==> src/rtl/alu_op_sequencer_if.sv <==
// Request/response handshake bundle for alu_op_sequencer.
// master = control unit side, slave = sequencer side.
interface alu_op_sequencer_if #(
    parameter int WIDTH = 16
);
    logic             req_valid;
    logic             req_ready;
    logic [3:0]       req_op;
    logic [WIDTH-1:0] req_a;
    logic [WIDTH-1:0] req_b;
    logic             rsp_valid;
    logic             rsp_ready;
    logic [WIDTH-1:0] rsp_result;
    logic             rsp_neg;
    logic             rsp_ovf;
    logic             rsp_zero;
    logic             rsp_err;

    modport master (
        output req_valid, req_op, req_a, req_b, rsp_ready,
        input  req_ready, rsp_valid, rsp_result,
        input  rsp_neg, rsp_ovf, rsp_zero, rsp_err
    );

    modport slave (
        input  req_valid, req_op, req_a, req_b, rsp_ready,
        output req_ready, rsp_valid, rsp_result,
        output rsp_neg, rsp_ovf, rsp_zero, rsp_err
    );
endinterface

==> src/rtl/alu_op_sequencer.sv <==
// Sequences one ALU operation: accept request, load operands, execute,
// capture result/flags and return them on the response handshake.
// Ports: clk, reset_n (async active-low), bus (request/response, slave),
//   alu_A/alu_B/A_write/B_write/ALUout_write/ALUop/Func to the ALU,
//   Result/isNegative/overflow/isZero from the ALU, op_count of responses.
module alu_op_sequencer #(
    parameter int WIDTH     = 16,
    parameter int EXEC_WAIT = 0
) (
    input  logic             clk,
    input  logic             reset_n,
    alu_op_sequencer_if.slave bus,
    output logic [WIDTH-1:0] alu_A,
    output logic [WIDTH-1:0] alu_B,
    output logic             A_write,
    output logic             B_write,
    output logic             ALUout_write,
    output logic [1:0]       ALUop,
    output logic [3:0]       Func,
    input  logic [WIDTH-1:0] Result,
    input  logic             isNegative,
    input  logic             overflow,
    input  logic             isZero,
    output logic [15:0]      op_count
);
    typedef enum logic [2:0] {
        IDLE,
        LOAD,
        EXEC,
        CAPT,
        RESP
    } state_t;

    state_t     state;
    logic [1:0] wait_cnt;

    logic       legal;
    logic [1:0] dec_op;
    logic [3:0] dec_fn;

    // Opcodes 8..15 are R-type with the function in the low three bits.
    always_comb begin
        legal  = 1'b1;
        dec_op = 2'd0;
        dec_fn = 4'd0;
        unique case (1'b1)
            bus.req_op[3]: begin
                dec_op = 2'd2;
                dec_fn = {1'b0, bus.req_op[2:0]};
            end
            bus.req_op == 4'd0: dec_op = 2'd0;
            bus.req_op == 4'd1: dec_op = 2'd1;
            bus.req_op == 4'd2: dec_op = 2'd3;
            default:            legal  = 1'b0;
        endcase
    end

    always_ff @(posedge clk or negedge reset_n) begin
        if (!reset_n) begin
            state          <= IDLE;
            wait_cnt       <= 2'd0;
            alu_A          <= '0;
            alu_B          <= '0;
            A_write        <= 1'b0;
            B_write        <= 1'b0;
            ALUout_write   <= 1'b0;
            ALUop          <= 2'd0;
            Func           <= 4'd0;
            op_count       <= 16'd0;
            bus.req_ready  <= 1'b1;
            bus.rsp_valid  <= 1'b0;
            bus.rsp_result <= '0;
            bus.rsp_neg    <= 1'b0;
            bus.rsp_ovf    <= 1'b0;
            bus.rsp_zero   <= 1'b0;
            bus.rsp_err    <= 1'b0;
        end else begin
            unique case (state)
                IDLE: begin
                    if (bus.req_valid && bus.req_ready) begin
                        bus.req_ready <= 1'b0;
                        if (legal) begin
                            alu_A   <= bus.req_a;
                            alu_B   <= bus.req_b;
                            A_write <= 1'b1;
                            B_write <= 1'b1;
                            ALUop   <= dec_op;
                            Func    <= dec_fn;
                            state   <= LOAD;
                        end else begin
                            // Illegal op skips the ALU entirely.
                            bus.rsp_result <= '0;
                            bus.rsp_neg    <= 1'b0;
                            bus.rsp_ovf    <= 1'b0;
                            bus.rsp_zero   <= 1'b0;
                            bus.rsp_err    <= 1'b1;
                            bus.rsp_valid  <= 1'b1;
                            state          <= RESP;
                        end
                    end
                end
                LOAD: begin
                    A_write      <= 1'b0;
                    B_write      <= 1'b0;
                    ALUout_write <= 1'b1;
                    wait_cnt     <= 2'(EXEC_WAIT);
                    state        <= EXEC;
                end
                EXEC: begin
                    ALUout_write <= 1'b0;
                    if (wait_cnt == 2'd0) begin
                        state <= CAPT;
                    end else begin
                        wait_cnt <= wait_cnt - 2'd1;
                    end
                end
                CAPT: begin
                    bus.rsp_result <= Result;
                    bus.rsp_neg    <= isNegative;
                    bus.rsp_ovf    <= overflow;
                    bus.rsp_zero   <= isZero;
                    bus.rsp_err    <= 1'b0;
                    bus.rsp_valid  <= 1'b1;
                    state          <= RESP;
                end
                RESP: begin
                    if (bus.rsp_ready) begin
                        bus.rsp_valid  <= 1'b0;
                        bus.rsp_result <= '0;
                        bus.rsp_neg    <= 1'b0;
                        bus.rsp_ovf    <= 1'b0;
                        bus.rsp_zero   <= 1'b0;
                        bus.rsp_err    <= 1'b0;
                        bus.req_ready  <= 1'b1;
                        alu_A          <= '0;
                        alu_B          <= '0;
                        ALUop          <= 2'd0;
                        Func           <= 4'd0;
                        op_count       <= op_count + 16'd1;
                        state          <= IDLE;
                    end
                end
                default: state <= IDLE;
            endcase
        end
    end
endmodule
==> src/flat_wrapper.sv <==
// flat-port wrapper written by rule: the top's interface ports become plain ports
module alu_op_sequencer_flat 
#(
    parameter int WIDTH     = 16,
    parameter int EXEC_WAIT = 0
)
  (clk, reset_n, alu_A, alu_B, A_write, B_write, ALUout_write, ALUop, Func, Result, isNegative, overflow, isZero, op_count, bus_req_valid, bus_req_op, bus_req_a, bus_req_b, bus_rsp_ready, bus_req_ready, bus_rsp_valid, bus_rsp_result, bus_rsp_neg, bus_rsp_ovf, bus_rsp_zero, bus_rsp_err);
  alu_op_sequencer_if #(.WIDTH(WIDTH)) bus_i ();
  input  logic clk;
  input  logic reset_n;
  output logic [WIDTH-1:0] alu_A;
  output logic [WIDTH-1:0] alu_B;
  output logic A_write;
  output logic B_write;
  output logic ALUout_write;
  output logic [1:0] ALUop;
  output logic [3:0] Func;
  input  logic [WIDTH-1:0] Result;
  input  logic isNegative;
  input  logic overflow;
  input  logic isZero;
  output logic [15:0] op_count;
  input wire logic [$bits(bus_i.req_valid)-1:0] bus_req_valid;
  input wire logic [$bits(bus_i.req_op)-1:0] bus_req_op;
  input wire logic [$bits(bus_i.req_a)-1:0] bus_req_a;
  input wire logic [$bits(bus_i.req_b)-1:0] bus_req_b;
  input wire logic [$bits(bus_i.rsp_ready)-1:0] bus_rsp_ready;
  output wire logic [$bits(bus_i.req_ready)-1:0] bus_req_ready;
  output wire logic [$bits(bus_i.rsp_valid)-1:0] bus_rsp_valid;
  output wire logic [$bits(bus_i.rsp_result)-1:0] bus_rsp_result;
  output wire logic [$bits(bus_i.rsp_neg)-1:0] bus_rsp_neg;
  output wire logic [$bits(bus_i.rsp_ovf)-1:0] bus_rsp_ovf;
  output wire logic [$bits(bus_i.rsp_zero)-1:0] bus_rsp_zero;
  output wire logic [$bits(bus_i.rsp_err)-1:0] bus_rsp_err;
  assign bus_i.req_valid = bus_req_valid;
  assign bus_i.req_op = bus_req_op;
  assign bus_i.req_a = bus_req_a;
  assign bus_i.req_b = bus_req_b;
  assign bus_i.rsp_ready = bus_rsp_ready;
  assign bus_req_ready = bus_i.req_ready;
  assign bus_rsp_valid = bus_i.rsp_valid;
  assign bus_rsp_result = bus_i.rsp_result;
  assign bus_rsp_neg = bus_i.rsp_neg;
  assign bus_rsp_ovf = bus_i.rsp_ovf;
  assign bus_rsp_zero = bus_i.rsp_zero;
  assign bus_rsp_err = bus_i.rsp_err;
  alu_op_sequencer #(.WIDTH(WIDTH), .EXEC_WAIT(EXEC_WAIT)) u_core (.clk(clk), .reset_n(reset_n), .bus(bus_i), .alu_A(alu_A), .alu_B(alu_B), .A_write(A_write), .B_write(B_write), .ALUout_write(ALUout_write), .ALUop(ALUop), .Func(Func), .Result(Result), .isNegative(isNegative), .overflow(overflow), .isZero(isZero), .op_count(op_count));
endmodule
==> config.mk <==
export PLATFORM = sky130hd
export DESIGN_NAME = alu_op_sequencer_flat
export DESIGN_NICKNAME = d
export VERILOG_FILES = /design/src/rtl/alu_op_sequencer_if.sv /design/src/rtl/alu_op_sequencer.sv /design/src/flat_wrapper.sv
export SDC_FILE = /design/constraint.sdc
export NUM_CORES = 1
export LEC_CHECK = 0
export CAP_MARGIN = 20
export CORE_ASPECT_RATIO = 0.6
export CORE_MARGIN = 2
export CORE_UTILIZATION = 41
export CTS_BUF_LIST = sky130_fd_sc_hd__clkbuf_4 sky130_fd_sc_hd__clkbuf_8
export DETAILED_ROUTE_END_ITERATION = 10
export GPL_TIMING_DRIVEN = 0
export PLACE_DENSITY = 0.75
export SKIP_LAST_GASP = 1
export SYNTH_ARGS = -nofsm -noshare
export SYNTH_HDL_FRONTEND = slang
export SYNTH_SLANG_ARGS = --single-unit
==> constraint.sdc <==
create_clock -name clk -period 3.07 [get_ports clk]
set_input_delay 0.7675 -clock clk [delete_from_list [all_inputs] [get_ports clk]]
set_output_delay 0.7675 -clock clk [all_outputs]
set_load 0.1 [all_outputs]
# --- Word-level counts from Yosys, hierarchy flattened ---
# Index checks and enable logic that the tools add are counted.
totals:
  ff_bits: 83
  in_bits: 59
  out_inout_bits: 79
classes:
  addsub: 2
  eq_ne: 12
  n_mux: 45
  reduce_logical: 16
op_table:
  columns: ["op", "count"]
  rows:
  - ["$mux W16", 7]
  - ["$pmux W16 S2", 2]
  - ["$pmux W16 S3", 1]
  - ["$add A16 B1 Y16 const B", 1]
  - ["$mux W3", 5]
  - ["$pmux W1 S3", 5]
  - ["$pmux W3 S5", 1]
  - ["$mux W4", 3]
  - ["$mux W1", 10]
  - ["$reduce_and A3 Y1", 3]
  - ["$mux W2", 4]
  - ["$pmux W2 S2", 2]
  - ["$pmux W4 S2", 1]
  - ["$reduce_and A4 Y1", 2]
  - ["$eq A3 B2 Y1 const B", 2]
  - ["$ne A2 B1 Y1 const B", 3]
  - ["$ne A2 B2 Y1 const B", 3]
  - ["$pmux W1 S2", 3]
  - ["$pmux W2 S3", 1]
  - ["$reduce_bool A2 Y1", 3]
  - ["$eq A4 B1 Y1 const B", 1]
  - ["$eq A4 B2 Y1 const B", 1]
  - ["$logic_not A4 Y1", 1]
  - ["$reduce_and A2 Y1", 2]
  - ["8 further kinds", 8]

# --- Logic depth before layout (Yosys ltp) ---
depth:
  depth_word: 6
  mapped_depth: 7
  mapped_depth_nobuf: 5

# --- Worst setup path before layout ---
# No wires, ideal clock.
synth_path:
  path_type: "register to output"
  from: "reg u_core.B_write"
  to: "out B_write"
  arrival_time_ns: 1.340
  path_slack_ns: 0.962
  path_stages_with_launch: 2
  path_buffers: 1
  cell_sequence: "dfrtp_1 > buf_4"
synth_rtl:
  columns: ["element", "line_no", "source"]
  rows:
  - ["start: declaration", "alu_op_sequencer.sv:16", "output logic B_write,"]
  - ["start signal: assignment", "alu_op_sequencer.sv:65", "B_write <= 1'b0;"]
  - ["start signal: assignment", "alu_op_sequencer.sv:86", "B_write <= 1'b1;"]
  - ["start signal: assignment", "alu_op_sequencer.sv:104", "B_write <= 1'b0;"]
  - ["end: declaration", "flat_wrapper.sv:14", "output logic B_write;"]
# No word-level cell between the ends.

# --- Final worst setup path ---
layout_path:
  from: "reg u_core.bus.req_ready"
  to: "out bus_req_ready"
layout_rtl:
  columns: ["element", "line_no", "source"]
  rows:
  - ["start: declaration", "alu_op_sequencer_if.sv:27", "output req_ready, rsp_valid, rsp_result,"]
  - ["start signal: assignment", "alu_op_sequencer.sv:70", "bus.req_ready <= 1'b1;"]
  - ["start signal: assignment", "alu_op_sequencer.sv:81", "bus.req_ready <= 1'b0;"]
  - ["start signal: assignment", "alu_op_sequencer.sv:134", "bus.req_ready <= 1'b1;"]
  - ["end: declaration", "flat_wrapper.sv:28", "output wire logic [$bits(bus_i.req_ready)-1:0] bus_req_ready;"]
# No word-level cell between the ends.

==> results.tsv <==
metric	value	unit
ys_types	43	
area_delta_synth_final	48.4	%
synthesis.nets	386	
worstRegToRegCells	7	
whs	342	ps
yosysTopAreaCell	dfrtp_1	
post-route-period-util	92.9	%
antenna_cells	0	
maxSlewViolCount	0	
cts_made_buffers	9	
peakVddDrop	0.734	mV
async_flop_share	100	%
cp_max_fo	6	
dieArea	9530	um^2
rows	26	
die_y	76.4	um
power_density	1200	nW/um^2
cp_slowest_cell	clkdlybuf4s50_1	
finalClockSkew	7.22	ps
io_pins	138	
clk_pin_slew	80	ps
syn_avg_cell_area	11.0	um^2
path_depth	1	
initial_core_util	42.2	%
rsz0062_at_grt	no	
ff2ff_setup_slack	1150	ps
worst_path_largest_cell_delay	1140	ps
grt_pass1_vias	3081	
max_freq	0.351	GHz
fin_crit	2850	ps
synth_edf_count	0	
synth.top_cells.by_area	dfrtp_1 (57%), a22oi_1 (6.5%), a22o_1 (4.6%)	
drt_iter0_drc	136	
hp-class	primary input to asynchronous set/reset pin	
vias	3108	
max_cap_viol_count	0	
cts.path.max_buffers	2	
wl_per_cell	16.5	um
tightest_slew	1020	ps
clk_latency	360	ps
setup_ws	218	ps
coreArea	8490	um^2
die_x	125	um
endpoint_kind	output port	
synth_area	3580	um^2
crit_type	flip-flop to output port	
required	2300	ps
grtUsageTotal	21.6	%
dp_hpwl	6940	um
grt_util_met3	10.0	%
cts_resized	0	
r2r-end	u_core.alu_B[5]	
r2r-start	u_core.state[2]	
drt_pass1_iterations	5	
htreeDepth	3	
wl	9700	um
final_area	5320	um^2
cp.buffers_inverters	1	
grt_antenna_before_repair	0	
clock-root-buffer	clkbuf_8	
port_buffers	136	
busiest_layer	met2	
arrival	2080	ps
cp_top_family	buffers and inverters	
synth_seq_area_share	57.3	%
postCtsHoldBufs	0	
cts.sinks	82	
status	complete, no violations	
grt_pass1_wl	16400	um
ys_warn_count	0	
ys_ff_latch	82	
vias_per_cell	5.28	
leakage	2.30	nW
place.gp.congestion	0.814	
postRouteAntennaNets	0	
cts_setup_buffers	0	
setup_violations	0	
drc	0	
yosysTopAreaCellShare	56.6	%
place_area	5110	um^2
preCtsSetupSlack	371	ps
grt_max_degree	53	
syn_inst	325	
fin_nets	534	
cts_tree	done	
grt_overflow	0	
synth_ff_type	dfrtp_1	
use_met2	30.6	%
hold_violations	0	
utilization	62.6	%
grt_use_met1	30.3	%
cp-start-kind	flip-flop	
cp_cell_sequence	clkdlybuf4s50_1	
drive_gt1_share	7.55	%
slew_headroom	31.9	%
==> kinds of logic (layout without fill, tap and decap cells) <==
| family | count (synthesis) | after routing | synth area share, % |
|---|---|---|---|
| fa+ha+maj | 2 | 2 | 0.698 |
| xor+xnor | 17 | 17 | 4.15 |
| other cells | 1 | 1 | 0.105 |
| buf+inv | 29 | 181 | 4.40 |
| simple gates | 85 | 85 | 11.5 |
| flops | 82 | 82 | 57.3 |
| compound gates | 108 | 108 | 21.5 |
| mux | 1 | 1 | 0.314 |
==> through the flow <==
stage	setup TNS [ps]	cells	power (mW)
floorplan	0	325	4.56
CTS	0	589	6.41
global route	0	589	6.65
finish	0	589	6.36
global placement	-139980	573	5.50
detailed placement	0	574	5.55
==> layer usage <==
layer | vias to the layer above | wire [um]
li1 | 1483 | -
met1 | 1502 | 4630
met2 | 121 | 4170
met3 | 2 | 878
met4 | 0 | 27
met5 | - | 0
==> power by group <==
part	switching [mW]	internal (mW)	total, mW
logic	2.94	0.947	3.88
clock network	0.391	0.449	0.840
registers	0.235	1.41	1.64
total	3.56	2.80	6.36
==> cell usage after synthesis (2+ instances only) <==
cell type  count
clkbuf_1      12
ha_1           2
a21o_1         2
a32o_1         4
dfrtp_1       81
o2bb2ai_1      3
buf_2          3
nand3_1        4
xnor2_1       13
o21ai_0       30
nor3_1         5
o21bai_1       2
and3_1         3
a21oi_1        5
inv_1          5
o21ai_1        5
nand2_1       44
buf_4          6
nor4_1         3
a22oi_1       31
buf_6          3
nand4_1        6
a22o_1        19
xor2_1         4
nor2_1        11
and4_1         2
==> layout by cell type, fill, tap and decap left out, types with 2 or more instances in the layout <==
cell,synthesis,routed
o21ai_1,5,5
bufinv_16,0,2
dfrtp_1,81,81
clkdlybuf4s50_1,0,135
and4_1,2,2
nand4_1,6,6
o21ai_0,30,30
ha_1,2,2
and3_1,3,3
xor2_1,4,4
nor4_1,3,3
a22o_1,19,19
buf_2,3,3
nand3_1,4,4
o21bai_1,2,2
nor2_1,11,11
a22oi_1,31,31
clkinv_2,0,3
a21oi_1,5,5
nand2_1,44,44
clkbuf_8,0,9
a32o_1,4,4
buf_6,3,3
o2bb2ai_1,3,3
clkbuf_1,12,12
buf_4,6,7
a21o_1,2,2
xnor2_1,13,13
nor3_1,5,5
inv_1,5,5
==> sequential cells by signal, indices dropped and copies added (netlist names), 2 cells and up <==
signal	cells
u_core.wait_cnt	2
u_core.Func	3
u_core.state	3
u_core.alu_A	16
u_core.op_count	16
u_core.ALUop	2
u_core.alu_B	16
u_core.bus.rsp_result	16
==> worst max path at each step <==
stage | start | to
floorplan | u_core.B_write | B_write
global placement | reset_n | u_core.alu_A[11]
detailed placement | bus_req_op[1] | u_core.bus.rsp_result[15]
CTS | u_core.bus.req_ready | bus_req_ready
global route | u_core.bus.req_ready | bus_req_ready
finish | u_core.bus.req_ready | bus_req_ready
==> cell type report <==
class,instances,area [um^2]
fillers,708,3170
flip-flops and latches,82,2050
repair buffers,137,1390
multi-input cells,214,1370
well taps,112,140
plain buffers,24,139
clock buffers,9,124
clock inverters,6,82.6
inverters,5,18.8
Power figures use the tool's default switching activity.
